### src/rtl/ssm_pkg.sv
// Shared definitions for the SSM token front/back end: default geometry, frame layout and FSM states.
package ssm_pkg;

  localparam int DW_DEF = 16;
  localparam int H_DEF  = 4;
  localparam int P_DEF  = 4;
  localparam int N_DEF  = 4;

  typedef enum logic [2:0] {
    ST_LOAD,
    ST_FIRE,
    ST_WAIT,
    ST_DRAIN,
    ST_SKIP
  } state_e;

  typedef enum logic [2:0] {
    F_DT,
    F_DA,
    F_BMAT,
    F_C,
    F_D,
    F_X,
    F_H
  } field_e;

  // Word offset of each operand field inside one frame, in stream order.
  function automatic int field_off(input field_e f, input int h, input int p, input int n);
    case (f)
      F_DT:    return 0;
      F_DA:    return h;
      F_BMAT:  return 2 * h;
      F_C:     return 2 * h + n;
      F_D:     return 2 * h + 2 * n;
      F_X:     return 3 * h + 2 * n;
      default: return 3 * h + 2 * n + h * p;
    endcase
  endfunction

  function automatic int frame_len(input int h, input int p, input int n);
    return 3 * h + 2 * n + h * p + h * p * n;
  endfunction

  localparam int OFF_DT   = field_off(F_DT,   H_DEF, P_DEF, N_DEF);
  localparam int OFF_DA   = field_off(F_DA,   H_DEF, P_DEF, N_DEF);
  localparam int OFF_BMAT = field_off(F_BMAT, H_DEF, P_DEF, N_DEF);
  localparam int OFF_C    = field_off(F_C,    H_DEF, P_DEF, N_DEF);
  localparam int OFF_D    = field_off(F_D,    H_DEF, P_DEF, N_DEF);
  localparam int OFF_X    = field_off(F_X,    H_DEF, P_DEF, N_DEF);
  localparam int OFF_H    = field_off(F_H,    H_DEF, P_DEF, N_DEF);
  localparam int LEN      = frame_len(H_DEF, P_DEF, N_DEF);

endpackage

### src/rtl/ssm_y_serializer.sv
// Captures the core's y vector on done and replays it as a ready/valid word stream.
module ssm_y_serializer #(
  parameter int DW    = 16,
  parameter int WORDS = 16
) (
  input  logic                  clk,
  input  logic                  rst,
  input  logic                  capture,
  input  logic [WORDS*DW-1:0]   y_in,
  input  logic                  active,
  input  logic                  m_ready,
  output logic [DW-1:0]         m_data,
  output logic                  m_valid,
  output logic                  m_last,
  output logic                  drain_done
);

  localparam int JW = (WORDS > 1) ? $clog2(WORDS) : 1;

  logic [WORDS*DW-1:0] y_reg;
  logic [JW-1:0]       j;

  always_ff @(posedge clk) begin
    if (!rst) begin
      y_reg <= '0;
      j     <= '0;
    end else if (capture) begin
      y_reg <= y_in;
      j     <= '0;
    end else if (active && m_ready) begin
      // NOTE: state updates use <= so every flop samples pre-edge values; = here would chain j through y_reg reads.
      j <= m_last ? '0 : j + 1'b1;
    end
  end

  // Word and last flag come straight from registers, so they hold steady across a stall.
  assign m_valid    = active;
  assign m_data     = y_reg[int'(j)*DW +: DW];
  assign m_last     = active && (j == JW'(WORDS - 1));
  assign drain_done = m_last && m_ready;

endmodule

### src/rtl/ssm_token_feeder.sv
// Streams one token's operands into the SSM core, fires it, and streams the y result back out.
module ssm_token_feeder
  import ssm_pkg::*;
#(
  parameter int H       = H_DEF,
  parameter int P       = P_DEF,
  parameter int N       = N_DEF,
  parameter int DW      = DW_DEF,
  parameter int TIMEOUT = 4096
) (
  input  logic                 clk,
  input  logic                 rst,
  input  logic [DW-1:0]        s_data,
  input  logic                 s_valid,
  output logic                 s_ready,
  input  logic                 s_last,
  output logic [DW-1:0]        m_data,
  output logic                 m_valid,
  input  logic                 m_ready,
  output logic                 m_last,
  output logic [H*DW-1:0]      core_dt_flat,
  output logic [H*DW-1:0]      core_dA_flat,
  output logic [H*DW-1:0]      core_D_flat,
  output logic [N*DW-1:0]      core_Bmat_flat,
  output logic [N*DW-1:0]      core_C_flat,
  output logic [H*P*DW-1:0]    core_x_flat,
  output logic [H*P*N*DW-1:0]  core_h_prev_flat,
  output logic                 core_start,
  input  logic                 core_done,
  input  logic [H*P*DW-1:0]    core_y_flat,
  input  logic                 err_clr,
  output logic                 err_len,
  output logic                 err_timeout,
  output logic                 busy,
  output logic [15:0]          frame_cnt
);

  localparam int FLEN = frame_len(H, P, N);
  localparam int KW   = $clog2(FLEN);
  localparam int WW   = (TIMEOUT > 1) ? $clog2(TIMEOUT) : 1;

  state_e              state, state_nxt;
  logic [KW-1:0]       k;
  logic [WW-1:0]       wcnt;
  logic [FLEN*DW-1:0]  op_store;
  logic                s_hs;
  logic                k_last;
  logic                set_len, set_to;
  logic                capture, drain_active, drain_done;

  assign s_hs   = s_valid && s_ready;
  assign k_last = (k == KW'(FLEN - 1));

  always_comb begin
    // NOTE: every output of this block gets a default first, so no path can leave one unassigned and infer a latch.
    state_nxt    = state;
    s_ready      = 1'b0;
    core_start   = 1'b0;
    set_len      = 1'b0;
    set_to       = 1'b0;
    capture      = 1'b0;
    drain_active = 1'b0;
    case (state)
      ST_LOAD: begin
        s_ready = rst;
        if (s_hs) begin
          if (s_last && k_last) begin
            state_nxt = ST_FIRE;
          end else if (s_last) begin
            set_len = 1'b1;
          end else if (k_last) begin
            set_len   = 1'b1;
            state_nxt = ST_SKIP;
          end
        end
      end
      ST_SKIP: begin
        s_ready = rst;
        if (s_hs && s_last) state_nxt = ST_LOAD;
      end
      ST_FIRE: begin
        core_start = 1'b1;
        state_nxt  = ST_WAIT;
      end
      ST_WAIT: begin
        if (core_done) begin
          capture   = 1'b1;
          state_nxt = ST_DRAIN;
        end else if (wcnt == WW'(TIMEOUT - 1)) begin
          set_to    = 1'b1;
          state_nxt = ST_LOAD;
        end
      end
      ST_DRAIN: begin
        drain_active = 1'b1;
        if (drain_done) state_nxt = ST_LOAD;
      end
      default: state_nxt = ST_LOAD;
    endcase
  end

  always_ff @(posedge clk) begin
    if (!rst) begin
      state       <= ST_LOAD;
      k           <= '0;
      wcnt        <= '0;
      // NOTE: the operand store is cleared on reset so the core never sees stale operands from a discarded frame.
      op_store    <= '0;
      err_len     <= 1'b0;
      err_timeout <= 1'b0;
      frame_cnt   <= '0;
    end else begin
      state <= state_nxt;
      if (state == ST_LOAD && s_hs) begin
        op_store[int'(k)*DW +: DW] <= s_data;
        k <= (s_last || k_last) ? '0 : k + 1'b1;
      end
      wcnt        <= (state == ST_WAIT) ? wcnt + 1'b1 : '0;
      // A set in the same cycle as a clear wins.
      err_len     <= set_len | (err_len & ~err_clr);
      err_timeout <= set_to | (err_timeout & ~err_clr);
      frame_cnt   <= frame_cnt + 16'(drain_done);
    end
  end

  // Fields sit contiguously in stream order, so each bus is a fixed slice of the store.
  assign core_dt_flat     = op_store[field_off(F_DT,   H, P, N)*DW +: H*DW];
  assign core_dA_flat     = op_store[field_off(F_DA,   H, P, N)*DW +: H*DW];
  assign core_Bmat_flat   = op_store[field_off(F_BMAT, H, P, N)*DW +: N*DW];
  assign core_C_flat      = op_store[field_off(F_C,    H, P, N)*DW +: N*DW];
  assign core_D_flat      = op_store[field_off(F_D,    H, P, N)*DW +: H*DW];
  assign core_x_flat      = op_store[field_off(F_X,    H, P, N)*DW +: H*P*DW];
  assign core_h_prev_flat = op_store[field_off(F_H,    H, P, N)*DW +: H*P*N*DW];
  assign busy             = (state != ST_LOAD);

  ssm_y_serializer #(
    .DW    (DW),
    .WORDS (H*P)
  ) u_y_ser (
    .clk        (clk),
    .rst        (rst),
    .capture    (capture),
    .y_in       (core_y_flat),
    .active     (drain_active),
    .m_ready    (m_ready),
    .m_data     (m_data),
    .m_valid    (m_valid),
    .m_last     (m_last),
    .drain_done (drain_done)
  );

endmodule

### config.mk
export PLATFORM = sky130hd
export DESIGN_NAME = ssm_token_feeder
export DESIGN_NICKNAME = d
export VERILOG_FILES = /design/src/rtl/ssm_pkg.sv /design/src/rtl/ssm_y_serializer.sv /design/src/rtl/ssm_token_feeder.sv
export SDC_FILE = /design/constraint.sdc
export NUM_CORES = 2
export LEC_CHECK = 0
export ABC_AREA = 1
export CAP_MARGIN = 20
export CORE_AREA = 2 2 743 745
export DETAILED_ROUTE_END_ITERATION = 10
export DIE_AREA = 0 0 745 747
export SLEW_MARGIN = 40
export SYNTH_ARGS = -nofsm -noshare
export SYNTH_HDL_FRONTEND = slang
export SYNTH_SLANG_ARGS = --single-unit
### constraint.sdc
create_clock -name clk -period 8.45 [get_ports clk]
set_input_delay 1.69 -clock clk [delete_from_list [all_inputs] [get_ports clk]]
set_output_delay 1.69 -clock clk [all_outputs]
set_load 0.03 [all_outputs]
==> key figures <==
Hold path
  • Hold EP: op_store[473]
  • Hold Startpoint: op_store[473]
  • Hold WC Path Type: reg -> reg
  • Hold path cells: 2

Floorplan
  • Die Area: 557000 um2
  • # IOs: 1918
  • Core Rows: 272
  • Core Footprint: ~550000 um2
  • Die W: roughly 750 um
  • Die Ht: ~750 um
  • Starting Density: 14.4%

Clock tree
  • Clock Tree Root: clkbuf_16
  • H-Tree Depth: 4
  • Clock Latency Late Sink: 980 ps
  • CTS sink cnt: 1900
  • Cts repair resizes: 0
  • Total CTS buffers: ~240
  • Bufs on Longest Clock Path: 4
  • Post-CTS Hold Fix Bufs: 0
  • Setup bufs post-CTS: 0
  • TritonCTS clock tree: done
  • Clk slew on worst S/H paths: about 60 ps

Final layout
  • Area growth syn-to-layout: 46.2%
  • Layout cells sized above 1: 6.96%
  • Nets: between 10000 and 15000
  • Commonest non-fill, non-tap cell in the layout: nor2_1
  • Number of flip-flops in the largest register: 1600
  • Post-layout util: 21.1%
  • Fin cells: between 20000 and 25000
  • Commonest non-fill, non-tap cells in the layout: nor2_1 (2879), dfxtp_1 (1897), nand2_1 (1889), clkdlybuf4s50_1 (1875), inv_1 (1162)

Routing
  • Highest Signal Layer: met5
  • Detailed Route WL: 626000 um
  • 1st-pass router iterations: 7
  • DR WL met3: 66000 um
  • Routed met2 length: 285000 um
  • Wl on met1: around 230000 um
  • Routed WL per cell: 30.2 um
  • Routed Antenna Nets: 0
  • Drt drc: 0
  • Vias/cell: 4.08
  • Vias: 84700
  • Initial DRC Count: 8808

Yosys
  • Synth Net Count: 11900
  • Area leader, netlist: dfxtp_1
  • Synthesized area: ~79000 um2
  • Yosys reg bits: 1900
  • Seq/Total Area, Yosys: 48.1%
  • Post-Syn Area per Cell: 6.82 um2
  • Top-area cell type share of the netlist area: 48.1%
  • Post-synthesis cell type count: 43
  • Mapped Cells: 11600
  • Ranking of synthesized cells by area: dfxtp_1 (48%), nor2_1 (14%), nand2_1 (9.0%)
  • YS warnings: 0

Outcome
  • Result of the run: complete, no violations

Critical path
  • Crit. End Element: primary output
  • Reg2Reg Depth: 11
  • Crit path kind: reg -> out
  • R2r startpoint: k[1]
  • Worst path arrival time: about 4800 ps
  • Flop2flop setup slack: 3330 ps
  • CP Launch Type: register
  • Worst EP required: 6760 ps
  • Reg-to-Reg End: op_store[544]
  • Worst Path Max Fanout: about 40

Place
  • Port bufs: between 1500 and 2000
  • RePlAce Congestion: roughly 0.94
  • Dpl cells: 20200
  • Pre-CTS WS: 2820 ps
  • Post-detail-place hpwl: 505000 um

STA
  • Final Max Slew Viols: 0
  • Setup TNS: 0 ps
  • Tightest Pin Transition: 1020 ps
  • Setup violators final: 0
  • Worst Slack Setup Final: 2010 ps
  • Final period util: 76.2%
  • Final Hold Vio Count: 0
  • Setup Skew: about 80 ps
  • Crit path time final: 6440 ps
  • RSZ-0062 raised after global routing: no
  • Max_slew headroom: 31.6%
  • Max Freq: 155 MHz

Power
  • Power Dens Cells: 184 nW/um2
  • Worst vdd ir: about 0.19 mV
  • Leak: 0.0460 uW

Global route
  • Initial antenna violation count: between 90 and 100
  • Gr ovfl total: 0
  • Largest net degree at the start of global routing: 198
  • Vias in the first global route: 78200
  • All-Layer GR Usage: 21.4%
  • Global-route wire length before repair: a little under 800000 um

Job
  • Max-Cap Viols: 0
==> report_power, final <==
| part | total [uW] | internal, uW | switching (uW) | leakage, uW |
|---|---|---|---|---|
| logic | 1330 | 273 | 1060 | 0.0268 |
| clock network | 11000 | 6370 | 4630 | 0.00399 |
| registers | 8960 | 8960 | 2.77 | 0.0153 |
| total | 21300 | 15600 | 5680 | 0.0460 |
==> per-stage QoR <==
step                      hold slack [ps]  area, um2  total power [uW]
after floorplan                       418      79000              9750
after global placement                428     106000             10500
after detailed placement              437     107000             10500
after CTS                             448     115000             21500
after global routing                  466     115000             21900
final                                 446     116000             21300
==> worst max-delay path: stages (launching register included) <==
cell and delay, ps:
dfxtp_4 640, clkinv_2 670, a21oi_1 360, o21ai_0 140, a21oi_2 770, a311o_1 340
clkdlybuf4s50_1 780
==> synthesized netlist by cell type (all sizes together) <==
| library cell | instances |
|---|---|
| nor4 | 8 |
| a21oi | 904 |
| nand2 | 1909 |
| nor2 | 2965 |
| nor3 | 248 |
| clkbuf | 544 |
| and3 | 1 |
| nand4 | 126 |
| a31oi | 1 |
| ha | 10 |
| xnor2 | 2 |
| a221oi | 1 |
| o211ai | 1 |
| dfxtp | 1900 |
| a211oi | 1 |
| o21ai | 1102 |
| a22oi | 2 |
| nor3b | 1 |
| or2 | 3 |
| xor2 | 3 |
| a311o | 16 |
| buf | 267 |
| inv | 1200 |
| nand3 | 365 |
| o21a | 2 |
| clkinv | 4 |
==> per-layer routing <==
layer / up-vias / global-route usage (%)
li1: 39600 / -
met1: 40300 / 23.7
met2: 3979 / 35.1
met3: 859 / 8.27
met4: 8 / 11.9
met5: - / 0
==> worst max path at each step <==
stage / start / end / slack, ps / cells after the start
3_3_place_gp: s_valid / op_store[1490] / 2880 / 9
6_report: u_y_ser.j[0] / m_data[6] / 2010 / 6
2_1_floorplan: rst / s_ready / 3980 / 5
5_1_grt: u_y_ser.j[0] / m_data[4] / 1840 / 8
4_1_cts: u_y_ser.j[0] / m_data[1] / 1950 / 8
3_5_place_dp: s_valid / op_store[1490] / 2820 / 9
==> cells by family (layout without fill, tap and decap cells) <==
| group | count (synthesis) | count (layout) | share of synthesized area (%) |
|---|---|---|---|
| and+or+nand+nor | 5626 | 5626 | 28.7 |
| AOI/OAI and AO/OA | 2030 | 2030 | 13.0 |
| buffers and inverters | 2015 | 3835 | 9.96 |
| DFF | 1900 | 1900 | 48.1 |
| adders and majority gates | 10 | 10 | 0.158 |
| xor gates and xnor gates | 5 | 5 | 0.0554 |
| other | 0 | 69 | 0 |
==> final cells by class <==
class / instances / area, um2
Sequential cell: 1900 / 38000
Multi-Input combinational cell: 7671 / 33800
Tap cell: 7261 / 9080
Antenna cell: 69 / 173
Timing Repair Buffer: 2198 / 21600
Clock inverter: 93 / 1410
Clock buffer: 340 / 6850
Inverter: 1204 / 4570
Fill cell: 61400 / 432000
No activity file was read; power rests on OpenSTA's default activity.
